==> config.mk <==
export PLATFORM = sky130hd
export DESIGN_NAME = compute_sequencer_flat
export DESIGN_NICKNAME = d
export VERILOG_FILES = /design/src/rtl/compute_sequencer_if.sv /design/src/rtl/compute_sequencer.sv /design/src/flat_wrapper.sv
export SDC_FILE = /design/constraint.sdc
export NUM_CORES = 1
export LEC_CHECK = 0
export CAP_MARGIN = 15
export CORE_MARGIN = 3
export CORE_UTILIZATION = 40
export DETAILED_ROUTE_END_ITERATION = 8
export PLACE_DENSITY = 0.66
export RECOVER_POWER = 50
export SLEW_MARGIN = 20
export SYNTH_ARGS = -nofsm -noshare
export SYNTH_HDL_FRONTEND = slang
export SYNTH_SLANG_ARGS = --single-unit
==> constraint.sdc <==
create_clock -name clk -period 2.55 [get_ports clk]
set_input_delay 0.255 -clock clk [delete_from_list [all_inputs] [get_ports clk]]
set_output_delay 0.255 -clock clk [all_outputs]
set_load 0.05 [all_outputs]
==> src/rtl/compute_sequencer_if.sv <==
// Bundle of the control and address-issue signals between a pass requester
// and the compute sequencer. The sequencer sits on the slave modport.
interface compute_sequencer_if #(
    parameter int ADDR_WIDTH = 4,
    parameter int NUM_BANKS  = 2
);
    localparam int BANK_W = (NUM_BANKS > 1) ? $clog2(NUM_BANKS) : 1;

    // Issue handshake: an address is transferred in every cycle where
    // addr_valid=1. There is no ready; the requester holds issue by raising
    // stall, which drops addr_valid in that same cycle and freezes address.
    logic                  start;
    logic                  mode;
    logic [ADDR_WIDTH-1:0] base_addr;
    logic [ADDR_WIDTH:0]   count;
    logic                  stall;
    logic                  abort;

    logic                  busy;
    logic                  addr_valid;
    logic [ADDR_WIDTH-1:0] address;
    logic                  write_mode;
    logic [BANK_W-1:0]     bank_sel;
    logic                  compute_ready;
    logic                  done;
    logic [1:0]            dbg_state;

    modport master (
        output start, mode, base_addr, count, stall, abort,
        input  busy, addr_valid, address, write_mode, bank_sel,
               compute_ready, done, dbg_state
    );

    modport slave (
        input  start, mode, base_addr, count, stall, abort,
        output busy, addr_valid, address, write_mode, bank_sel,
               compute_ready, done, dbg_state
    );
endinterface

==> src/rtl/compute_sequencer.sv <==
// Issues a run of consecutive BRAM addresses per accepted start, rotating the
// target bank after each completed pass and flagging when compute may begin.
module compute_sequencer #(
    parameter int ADDR_WIDTH   = 4,
    parameter int NUM_BANKS    = 2,
    parameter int ARM_DELAY    = 2,
    parameter int READY_OFFSET = 1
) (
    input logic                    clk,
    input logic                    reset,
    compute_sequencer_if.slave     bus
);
    localparam int BANK_W = (NUM_BANKS > 1) ? $clog2(NUM_BANKS) : 1;
    localparam int ARM_W  = (ARM_DELAY > 1) ? $clog2(ARM_DELAY) : 1;

    localparam logic [ADDR_WIDTH:0]   CNT_ONE  = (ADDR_WIDTH+1)'(1);
    localparam logic [ADDR_WIDTH-1:0] ADDR_ONE = (ADDR_WIDTH)'(1);
    localparam logic [ARM_W-1:0]      ARM_ONE  = (ARM_W)'(1);
    localparam logic [ARM_W-1:0]      ARM_INIT = (ARM_W)'(ARM_DELAY - 1);
    localparam logic [BANK_W-1:0]     BANK_ONE = (BANK_W)'(1);
    localparam logic [BANK_W-1:0]     BANK_MAX = (BANK_W)'(NUM_BANKS - 1);
    localparam logic [31:0]           RDY_OFF  = 32'(READY_OFFSET);

    typedef enum logic [1:0] {
        S_IDLE = 2'd0,
        S_ARM  = 2'd1,
        S_RUN  = 2'd2,
        S_DONE = 2'd3
    } state_t;

    state_t                state_q;
    logic                  busy_q;
    logic                  done_q;
    logic                  mode_q;
    logic                  ready_q;
    logic [ADDR_WIDTH-1:0] addr_q;
    logic [ADDR_WIDTH:0]   count_q;
    logic [ADDR_WIDTH:0]   offset_q;
    logic [ARM_W-1:0]      arm_cnt_q;
    logic [BANK_W-1:0]     bank_q;

    logic                  issue;
    logic                  last_issue;
    logic [31:0]           offset_ext;
    logic [31:0]           count_ext;

    // An address goes out in every RUN cycle that is neither stalled nor aborted.
    assign issue      = (state_q == S_RUN) && !bus.stall && !bus.abort;
    assign last_issue = (offset_q == (count_q - CNT_ONE));
    assign offset_ext = 32'(offset_q);
    assign count_ext  = 32'(count_q);

    always_ff @(posedge clk or negedge reset) begin
        if (!reset) begin
            state_q   <= S_IDLE;
            busy_q    <= 1'b0;
            done_q    <= 1'b0;
            mode_q    <= 1'b0;
            ready_q   <= 1'b0;
            addr_q    <= '0;
            count_q   <= '0;
            offset_q  <= '0;
            arm_cnt_q <= '0;
            bank_q    <= '0;
        end else begin
            done_q <= 1'b0;
            if (bus.abort && (state_q != S_IDLE)) begin
                // Abandon the pass: no done, bank unchanged, readiness withdrawn.
                state_q  <= S_IDLE;
                busy_q   <= 1'b0;
                mode_q   <= 1'b0;
                ready_q  <= 1'b0;
                addr_q   <= '0;
                offset_q <= '0;
            end else begin
                case (state_q)
                    S_IDLE: begin
                        if (bus.start && (bus.count != '0)) begin
                            state_q   <= S_ARM;
                            busy_q    <= 1'b1;
                            mode_q    <= bus.mode;
                            addr_q    <= bus.base_addr;
                            count_q   <= bus.count;
                            offset_q  <= '0;
                            ready_q   <= 1'b0;
                            arm_cnt_q <= ARM_INIT;
                        end
                    end
                    S_ARM: begin
                        if (arm_cnt_q == '0) begin
                            state_q <= S_RUN;
                        end else begin
                            arm_cnt_q <= arm_cnt_q - ARM_ONE;
                        end
                    end
                    S_RUN: begin
                        if (!bus.stall) begin
                            offset_q <= offset_q + CNT_ONE;
                            addr_q   <= addr_q + ADDR_ONE;
                            if (offset_ext == RDY_OFF) begin
                                ready_q <= 1'b1;
                            end
                            if (last_issue) begin
                                state_q <= S_DONE;
                                done_q  <= 1'b1;
                                // Short passes never reach the ready offset.
                                if (count_ext <= RDY_OFF) begin
                                    ready_q <= 1'b1;
                                end
                            end
                        end
                    end
                    S_DONE: begin
                        state_q  <= S_IDLE;
                        busy_q   <= 1'b0;
                        mode_q   <= 1'b0;
                        addr_q   <= '0;
                        offset_q <= '0;
                        bank_q   <= (bank_q == BANK_MAX) ? '0 : bank_q + BANK_ONE;
                    end
                    default: begin
                        state_q <= S_IDLE;
                        busy_q  <= 1'b0;
                    end
                endcase
            end
        end
    end

    assign bus.busy          = busy_q;
    assign bus.addr_valid    = issue;
    assign bus.address       = addr_q;
    assign bus.write_mode    = mode_q;
    assign bus.bank_sel      = bank_q;
    assign bus.compute_ready = ready_q;
    assign bus.done          = done_q && !bus.abort;
    assign bus.dbg_state     = state_q;
endmodule

==> src/flat_wrapper.sv <==
// flat-port wrapper written by rule: the top's interface ports become plain ports
module compute_sequencer_flat 
#(
    parameter int ADDR_WIDTH   = 4,
    parameter int NUM_BANKS    = 2,
    parameter int ARM_DELAY    = 2,
    parameter int READY_OFFSET = 1
)
  (clk, reset, bus_start, bus_mode, bus_base_addr, bus_count, bus_stall, bus_abort, bus_busy, bus_addr_valid, bus_address, bus_write_mode, bus_bank_sel, bus_compute_ready, bus_done, bus_dbg_state);
  compute_sequencer_if #(.ADDR_WIDTH(ADDR_WIDTH), .NUM_BANKS(NUM_BANKS)) bus_i ();
  input logic clk;
  input logic reset;
  input wire logic [$bits(bus_i.start)-1:0] bus_start;
  input wire logic [$bits(bus_i.mode)-1:0] bus_mode;
  input wire logic [$bits(bus_i.base_addr)-1:0] bus_base_addr;
  input wire logic [$bits(bus_i.count)-1:0] bus_count;
  input wire logic [$bits(bus_i.stall)-1:0] bus_stall;
  input wire logic [$bits(bus_i.abort)-1:0] bus_abort;
  output wire logic [$bits(bus_i.busy)-1:0] bus_busy;
  output wire logic [$bits(bus_i.addr_valid)-1:0] bus_addr_valid;
  output wire logic [$bits(bus_i.address)-1:0] bus_address;
  output wire logic [$bits(bus_i.write_mode)-1:0] bus_write_mode;
  output wire logic [$bits(bus_i.bank_sel)-1:0] bus_bank_sel;
  output wire logic [$bits(bus_i.compute_ready)-1:0] bus_compute_ready;
  output wire logic [$bits(bus_i.done)-1:0] bus_done;
  output wire logic [$bits(bus_i.dbg_state)-1:0] bus_dbg_state;
  assign bus_i.start = bus_start;
  assign bus_i.mode = bus_mode;
  assign bus_i.base_addr = bus_base_addr;
  assign bus_i.count = bus_count;
  assign bus_i.stall = bus_stall;
  assign bus_i.abort = bus_abort;
  assign bus_busy = bus_i.busy;
  assign bus_addr_valid = bus_i.addr_valid;
  assign bus_address = bus_i.address;
  assign bus_write_mode = bus_i.write_mode;
  assign bus_bank_sel = bus_i.bank_sel;
  assign bus_compute_ready = bus_i.compute_ready;
  assign bus_done = bus_i.done;
  assign bus_dbg_state = bus_i.dbg_state;
  compute_sequencer #(.ADDR_WIDTH(ADDR_WIDTH), .NUM_BANKS(NUM_BANKS), .ARM_DELAY(ARM_DELAY), .READY_OFFSET(READY_OFFSET)) u_core (.clk(clk), .reset(reset), .bus(bus_i));
endmodule
==> flow_metrics.tcl <==
set metrics [dict create \
    fmax_ghz 0.456 \
    criticalPathCategory "flop to flop" \
    cp_top_family "compound AO/OA/AOI/OAI gates" \
    final_cells 216 \
    syn_area_per_cell_um2 9.61 \
    met2_length_um 1390 \
    cts_tree "yes" \
    num_rows 20 \
    dp.cells 212 \
    rsz0062_at_grt "false" \
    power_leakage_uw 0.000709 \
    dr_total_vias 1181 \
    path_cells "inv_1, ha_1, clkinv_2, a21oi_1, a221o_2, or4_1, nand3_1" \
    setup_viol 0 \
    wirelength_um 2910 \
    status "finished clean" \
    ant_nets 0 \
    synth_seq_cells 22 \
    critical_path_required_ns 2.81 \
    ir_drop_mv 0.443 \
    grt_first_pass_wirelength_um 4990 \
    dp_slack_ns 0.355 \
    post-cts-setup-buffers 0 \
    max_slew.worst_pin.slew_ns 1.22 \
    antenna_found_initial 0 \
    grt_usage 0.148 \
    layout-drive-gt1-share 0.0814 \
    area_growth_syn_to_layout_pct 22.5 \
    period_needed_ns 2.20 \
    hpwl_um 2200 \
    cts_buffers 3 \
    worstPathMaxFanout 15 \
    ys_types 35 \
    drt-met1-wl_um 1340 \
    drv_cap 0 \
    drcViolationCount 0 \
    synth_nets 167 \
    worstRegToRegCells 7 \
    cts_htree_levels 1 \
    p_total_uw 1870 \
    die_h_um 64.6 \
    io_buffers 26 \
    cts_resized 0 \
    syn_inst 143 \
    cp-start-kind "flop" \
    grt_pass1_vias 1068 \
    nets 197 \
    p_per_area_mw_per_mm2 1110 \
    hold-path-cell-count 1 \
    fin_skew_ns 0.00712 \
    crit_arrival_ns 2.45 \
    via_per_inst 5.47 \
    worstHoldStart "u_core.bus.bank_sel" \
    ys_seq_area_frac 0.401 \
    drv_slew 0 \
    core_area_mm2 0.00315 \
    final_core_util 0.534 \
    drtIter0Drc 50 \
    die_area_mm2 0.00417 \
    min_to "u_core.bus.bank_sel" \
    start_util 0.436 \
    period_share 0.861 \
    wl_met3_um 155 \
    highest_layer "met4" \
    slowest_stage "a221o_2" \
    reg2reg_to "u_core.offset_q[4]" \
    cts.clk_slew.worst_paths_ns 0.13 \
    finalHoldViolCount 0 \
    cts_buffer_depth 2 \
    routabilityCongestion 0.865 \
    maxSlewHeadroom 0.187 \
    n_antenna_cell 0 \
    grt_max_degree 23 \
    cp_slowest_stage_delay_ns 0.54 \
    ys.flop_type "dfrtp_1" \
    ys_async_sr_fraction 1.00 \
    worstHoldPathType "flop to flop" \
    dr.pass1.iters 4 \
    yosys_warnings 0 \
    r2r_setup_slack_ns 0.35 \
    tns_ns 0 \
    synth_edf_count 0 \
    clockRootBuffer "clkbuf_4" \
    syn-cell-area_mm2 0.00137 \
    worstSkewPairLatency_ns 0.31 \
    crit_path_end_kind "flop" \
    r2r-start "u_core.bus.dbg_state[0]" \
    cts_sinks 22 \
    setup_ws_ns 0.355 \
    postCtsHoldBufs 0 \
    crit_buf_inv 2 \
    wire_per_inst_um 13.5 \
    fp.dieW_um 64.6 \
    ios 27 \
    grt_overflow 0 \
]
cell usage in the layout (no fill, tap or decap), types with 2 or more instances in the layout:
cell,count
ha_1,9
nor3b_1,4
nor3_1,5
xor2_1,3
dlygate4sd3_1,2
mux2_2,3
clkbuf_4,3
clkdlybuf4s50_1,23
nor4_1,2
nand2_1,12
o21ai_0,19
nand3b_1,2
a22oi_1,2
or4_1,2
nand2b_1,2
a21oi_1,12
dfrtp_1,22
nor2_1,6
inv_1,9
xnor2_1,5
nand3_1,6
buf_4,3
routing by layer:
layer / track usage / vias to the layer above
met5: 0 / -
met1: 0.198 / 573
met2: 0.247 / 32
met3: 0.0312 / 2
met4: 0.0317 / 0
li1: - / 574
cell usage after synthesis, types with 2 or more instances:
cell	number	area, um2
buf_6	3	33.8
xnor2_1	5	43.8
nand2b_1	2	12.5
o21ai_0	19	95.1
xor2_1	3	26.3
nand3_1	6	30.0
dfrtp_1	22	551
ha_1	9	113
nand3b_1	2	15.0
nor2_1	6	22.5
nor3_1	5	25.0
nor3b_1	4	30.0
a22oi_1	2	15.0
a21oi_1	12	60.1
inv_1	9	33.8
nor4_1	2	12.5
nand2_1	12	45.0
mux2_2	3	33.8
final cells by class:
type	instances	area, um2
clock buffers	4	36.3
fillers	301	1470
inverters	10	38.8
multi-input cells	107	726
flip-flops and latches	22	551
well taps	44	55.1
repair buffers	29	277
sequential cells by signal, summed over array words and instances, names as in the netlist:
| name | cells |
|---|---|
| u_core.bus.bank_sel | 1 |
| u_core.bus.address | 4 |
| u_core.bus.dbg_state | 2 |
| u_core.bus.write_mode | 1 |
| u_core.bus.busy | 1 |
| u_core.count_q | 5 |
| u_core.bus.compute_ready | 1 |
| u_core.done_q | 1 |
| u_core.offset_q | 5 |
| u_core.arm_cnt_q | 1 |
worst max path at each step:
| stage | startpoint | to | slack, ns | cells past startpoint |
|---|---|---|---|---|
| 2_1_floorplan | u_core.bus.dbg_state[1] | bus_addr_valid | 0.11 | 4 |
| 3_3_place_gp | bus_count[0] | u_core.offset_q[4] | 0.40 | 6 |
| 3_5_place_dp | bus_count[0] | u_core.offset_q[4] | 0.35 | 6 |
| 4_1_cts | u_core.bus.dbg_state[0] | u_core.offset_q[4] | 0.36 | 7 |
| 5_1_grt | u_core.bus.dbg_state[0] | u_core.offset_q[4] | 0.23 | 7 |
| 6_report | u_core.bus.dbg_state[0] | u_core.offset_q[4] | 0.35 | 7 |
kinds of logic (layout without fill, tap and decap cells):
kind of cell               count (synthesis)  count (layout)  share of synthesized area
DFF                                       22              22                      0.401
muxes                                      3               3                     0.0246
adders and majority gates                  9               9                     0.0820
xor gates and xnor gates                   9               9                     0.0674
buffers and inverters                     14              43                     0.0583
AOI/OAI and AO/OA                         41              41                      0.190
and+or+nand+nor                           45              45                      0.177
power breakdown:
group          leakage, uW  internal (uW)  switching [uW]  total, uW
registers         0.000283            469             120        589
logic             0.000405            428             654       1080
clock network    0.0000210           87.3             112        200
per-stage QoR:
stage,hold WS (ns),area (um2)
final,0.491,1680
after floorplan,-0.0406,1370
after detailed placement,0.489,1670
after global routing,0.513,1680
after CTS,0.280,1700
after global placement,0.461,1670
No activity file was read; power rests on OpenSTA's default activity.
